## src/rtl/alu_op_if.sv

```systemverilog
// Bundle between the main controller and the ALU control decoder:
// class/function inputs and the registered operation select.
interface alu_op_if;
    logic [5:0] func;
    logic [1:0] ALUctr;
    logic [2:0] ALU_op;
    logic       illegal;

    modport master (
        output func,
        output ALUctr,
        input  ALU_op,
        input  illegal
    );

    modport slave (
        input  func,
        input  ALUctr,
        output ALU_op,
        output illegal
    );
endinterface

```

## src/rtl/alu_op.sv

```systemverilog
// ALU control decoder: maps (ALUctr, func) to a 3-bit ALU operation select,
// flags unsupported R-type functions, and registers both with one cycle latency.
module alu_op (
    input logic     clk,
    input logic     rst,
    alu_op_if.slave bus
);

    typedef enum logic [2:0] {
        OP_ADD = 3'b000,
        OP_SUB = 3'b001,
        OP_AND = 3'b010,
        OP_OR  = 3'b011,
        OP_XOR = 3'b100,
        OP_NOR = 3'b101,
        OP_SLT = 3'b110
    } op_e;

    typedef enum logic [1:0] {
        CLS_ADD   = 2'b00,
        CLS_SUB   = 2'b01,
        CLS_RTYPE = 2'b10,
        CLS_OR    = 2'b11
    } class_e;

    op_e  op_next;
    logic illegal_next;
    op_e  op_q;
    logic illegal_q;

    always_comb begin
        // NOTE: every output gets a default before the case, so no path leaves
        // a signal unassigned and no latch is inferred.
        op_next      = OP_ADD;
        illegal_next = 1'b0;
        case (class_e'(bus.ALUctr))
            CLS_ADD: op_next = OP_ADD;
            CLS_SUB: op_next = OP_SUB;
            CLS_OR:  op_next = OP_OR;
            CLS_RTYPE: begin
                case (bus.func)
                    6'b100000, 6'b100001: op_next = OP_ADD;
                    6'b100010, 6'b100011: op_next = OP_SUB;
                    6'b100100:            op_next = OP_AND;
                    6'b100101:            op_next = OP_OR;
                    6'b100110:            op_next = OP_XOR;
                    6'b100111:            op_next = OP_NOR;
                    6'b101010:            op_next = OP_SLT;
                    // Unsupported function: fall back to ADD and raise the flag.
                    default: begin
                        op_next      = OP_ADD;
                        illegal_next = 1'b1;
                    end
                endcase
            end
            default: begin
                op_next      = OP_ADD;
                illegal_next = 1'b0;
            end
        endcase
    end

    // NOTE: sequential state uses non-blocking assignments so every register
    // samples its input from before the edge.
    always_ff @(posedge clk or posedge rst) begin
        if (rst) begin
            op_q      <= OP_ADD;
            illegal_q <= 1'b0;
        end else begin
            op_q      <= op_next;
            illegal_q <= illegal_next;
        end
    end

    assign bus.ALU_op  = op_q;
    assign bus.illegal = illegal_q;

endmodule

```

## src/flat_wrapper.sv

```systemverilog
// flat-port wrapper written by rule: the top's interface ports become plain ports
module alu_op_flat 
  (clk, rst, bus_func, bus_ALUctr, bus_ALU_op, bus_illegal);
  alu_op_if bus_i ();
  input logic clk;
  input logic rst;
  input wire logic [$bits(bus_i.func)-1:0] bus_func;
  input wire logic [$bits(bus_i.ALUctr)-1:0] bus_ALUctr;
  output wire logic [$bits(bus_i.ALU_op)-1:0] bus_ALU_op;
  output wire logic [$bits(bus_i.illegal)-1:0] bus_illegal;
  assign bus_i.func = bus_func;
  assign bus_i.ALUctr = bus_ALUctr;
  assign bus_ALU_op = bus_i.ALU_op;
  assign bus_illegal = bus_i.illegal;
  alu_op u_core (.clk(clk), .rst(rst), .bus(bus_i));
endmodule
```

## config.mk

```make
export PLATFORM = sky130hd
export DESIGN_NAME = alu_op_flat
export DESIGN_NICKNAME = d
export VERILOG_FILES = /design/src/rtl/alu_op_if.sv /design/src/rtl/alu_op.sv /design/src/flat_wrapper.sv
export SDC_FILE = /design/constraint.sdc
export NUM_CORES = 1
export LEC_CHECK = 0
export ABC_AREA = 1
export CAP_MARGIN = 5
export CORE_AREA = 4 4 41 43
export CTS_CLUSTER_DIAMETER = 100
export CTS_CLUSTER_SIZE = 12
export DETAILED_ROUTE_END_ITERATION = 10
export DIE_AREA = 0 0 45 47
export DONT_BUFFER_PORTS = 1
export PLACE_DENSITY = 0.4
export SLEW_MARGIN = 25
export SYNTH_ARGS = -nofsm -noshare
export SYNTH_HDL_FRONTEND = slang
export SYNTH_SLANG_ARGS = --single-unit
```

## constraint.sdc

```tcl
create_clock -name clk -period 0.8 [get_ports clk]
set_input_delay 0.12 -clock clk [delete_from_list [all_inputs] [get_ports clk]]
set_output_delay 0.12 -clock clk [all_outputs]
set_load 0.005 [all_outputs]
```

==> run summary <==
Setup TNS - 0 ns
Cell Rows - 13
Seq/Total Area, Yosys - 0.417
RSZ-0062 raised after global routing - no
Area Growth Syn to Fin - 25.5%
Switch share - 0.218
Syn Nets - 43
Xor/xnor cell area share of the yosys netlist - 0
Nets - 50
Hold Slack - 0.0234 ns
Final ANT Viol Nets - 0
IO buf count - 0
Most common cell after layout, fill and taps aside - nand2_1
Rel. slew slack - 0.896
FMAX - 1380 MHz
Final hold vios - 0
Adder-Cell Fraction of Synth Area - 0
Sequential power share - 0.420
CTS tree - built
Clk sink count - 4
Vias per cell - 3.85
Flops & latches, synth - 4
Clock buffer depth - 2
Total I/O pin count - 14
DR vias - 204
Layout cells sized above 1 - 0.289
Post-Syn Area - 240 sq um
Vias in the first global route - 221
Pin count of the biggest net entering global routing - 5
Pwr per Cell Area - 1710 nW/um^2
Final Core Density - 0.232
Logic gate share of total power - 0.107
GRT overflow - 0
Worst setup path class - register to output pin
Synth Warn # - 0
Setup crit end kind - output pin
Final clock period utilization by the worst path - 0.906
Critical path launch point type - register
CP max FO - 1
Worst EP required - 0.68 ns
Detailed placement HPWL - 466 microns
Multiplexer share of the synthesized area - 0
Gr usage total - 0.0672
Gp weighted congestion - 0.675
DIE HEIGHT - 47 microns
Crit path DAT - 0.60 ns
Worst Setup EP - bus_ALU_op[2]
Compound-gate portion of the synthesized area - 0.0417
Antenna violations before repair - 0
Distinct cells, synth - 13
Root buf cell - clkbuf_4
Cts bufs inserted - 3
Gates resized, CTS repair - 0
Slew Viols, Final - 0
First-pass GRT wire length - 931 microns
Clock power share - 0.473
Die Area - 2120 sq um
Synthesized area per cell - 7.28 sq um
Critical Path Start - u_core.bus.ALU_op[2]
Syn Inst Count - 33
Main combinational cell family by area after synthesis - simple AND/OR/NAND/NOR gates
CP Depth - 0
Post-Synth Simple-Gate Area - 0.417
Core area - 1300 sq um
H-tree depth - 1
Top post-synthesis cells by area - dfrtp_1 (42%), nand2_1 (13%), inv_1 (9.4%)
Chip width - 45 microns
Leading area contributor after synthesis - dfrtp_1
Leak Pwr - 0.157 nW
Area after DPL - 259 sq um
First-pass detailed-route iteration total - 2
DRC - 0
Routed WL - 540 microns
Post-synth top area share - 0.417
Initial cell density of the core - 0.185
Clk pin slew, worst setup/hold paths - 0.04 ns
Period minus WS final - 0.725 ns
Power Internal - 0.404 mW
Wire length per cell - 10.2 microns
Commonest non-fill, non-tap cells in the layout - nand2_1 (8), inv_1 (6), dfrtp_1 (4), nor2_2 (3), clkbuf_4 (3)
Run status - completed
MaxCap Viol Count - 0
Switching pwr - 0.113 mW
Iteration-0 DRC count of the detailed router - 1
Hold Crit Class - input port to register
Final Setup Violations - 0
Final Cell Area - 302 sq um
Peak VDD IR - 360 uV
Worst Tran Pin Value - 0.156 ns
Ant diodes - 0
## sequential cells by signal, summed over array words and instances, names as in the netlist
signal              count
u_core.bus.ALU_op       3
u_core.bus.illegal      1
## kinds of logic (layout without fill, tap and decap cells)
| kind of cell | after synthesis | count (layout) |
|---|---|---|
| compound gates | 2 | 2 |
| flops | 4 | 4 |
| buf+inv | 8 | 13 |
| simple gates | 19 | 19 |
## worst min-delay path by stage
stage,to,from,slack (ns),cells after the start
2_1_floorplan,u_core.bus.ALU_op[0],rst,-0.11,1
3_3_place_gp,u_core.bus.illegal,rst,-0.1,1
3_5_place_dp,u_core.bus.ALU_op[1],rst,-0.09,1
4_1_cts,u_core.bus.ALU_op[0],bus_ALUctr[0],0.02,2
5_1_grt,u_core.bus.ALU_op[0],bus_ALUctr[0],0.03,2
6_report,u_core.bus.ALU_op[0],bus_ALUctr[0],0.02,2
## repair_timing
item | in CTS | in global routing
buffers inserted | 0 | 0
endpoints found under the hold margin | 6 | 0
hold buffers | 2 | 0
## cells in the mapped netlist, drive strengths merged
| library cell | count |
|---|---|
| nand3 | 3 |
| dfrtp | 4 |
| o21ai | 1 |
| nor2 | 6 |
| a21oi | 1 |
| nand2 | 9 |
| nand4 | 1 |
| inv | 8 |
## routing by layer
layer  vias up  wire, microns  global-route usage
met4         0              0              0.0877
met2        12            244              0.0847
met3         0             82              0.0383
li1        111              -                   -
met1        81            213              0.0683
met5         -              0                   0
## power groups by stage
stage	sequential [mW]	combinational [mW]	clock [mW]
after floorplan	0.219	0.0411	0
after global placement	0.220	0.0485	0
after detailed placement	0.220	0.0480	0
after CTS	0.218	0.0566	0.260
after global routing	0.219	0.0656	0.270
final	0.217	0.0551	0.244
## through the flow
step           power [mW]  cells  setup slack [ns]
2_1_floorplan       0.260     33             0.238
6_report            0.517     53            0.0754
4_1_cts             0.534     53            0.0587
5_1_grt             0.554     53            0.0446
3_5_place_dp        0.268     48             0.197
3_3_place_gp        0.269     48             0.187
## cell type report
type | instances | area [sq um]
clock buffer | 3 | 22.5
fill | 158 | 1000
inverter | 8 | 30.0
tap | 15 | 18.8
timing repair buffer | 2 | 20.0
multi-input combinational | 21 | 110
sequential | 4 | 100
Power figures use the tool's default switching activity.
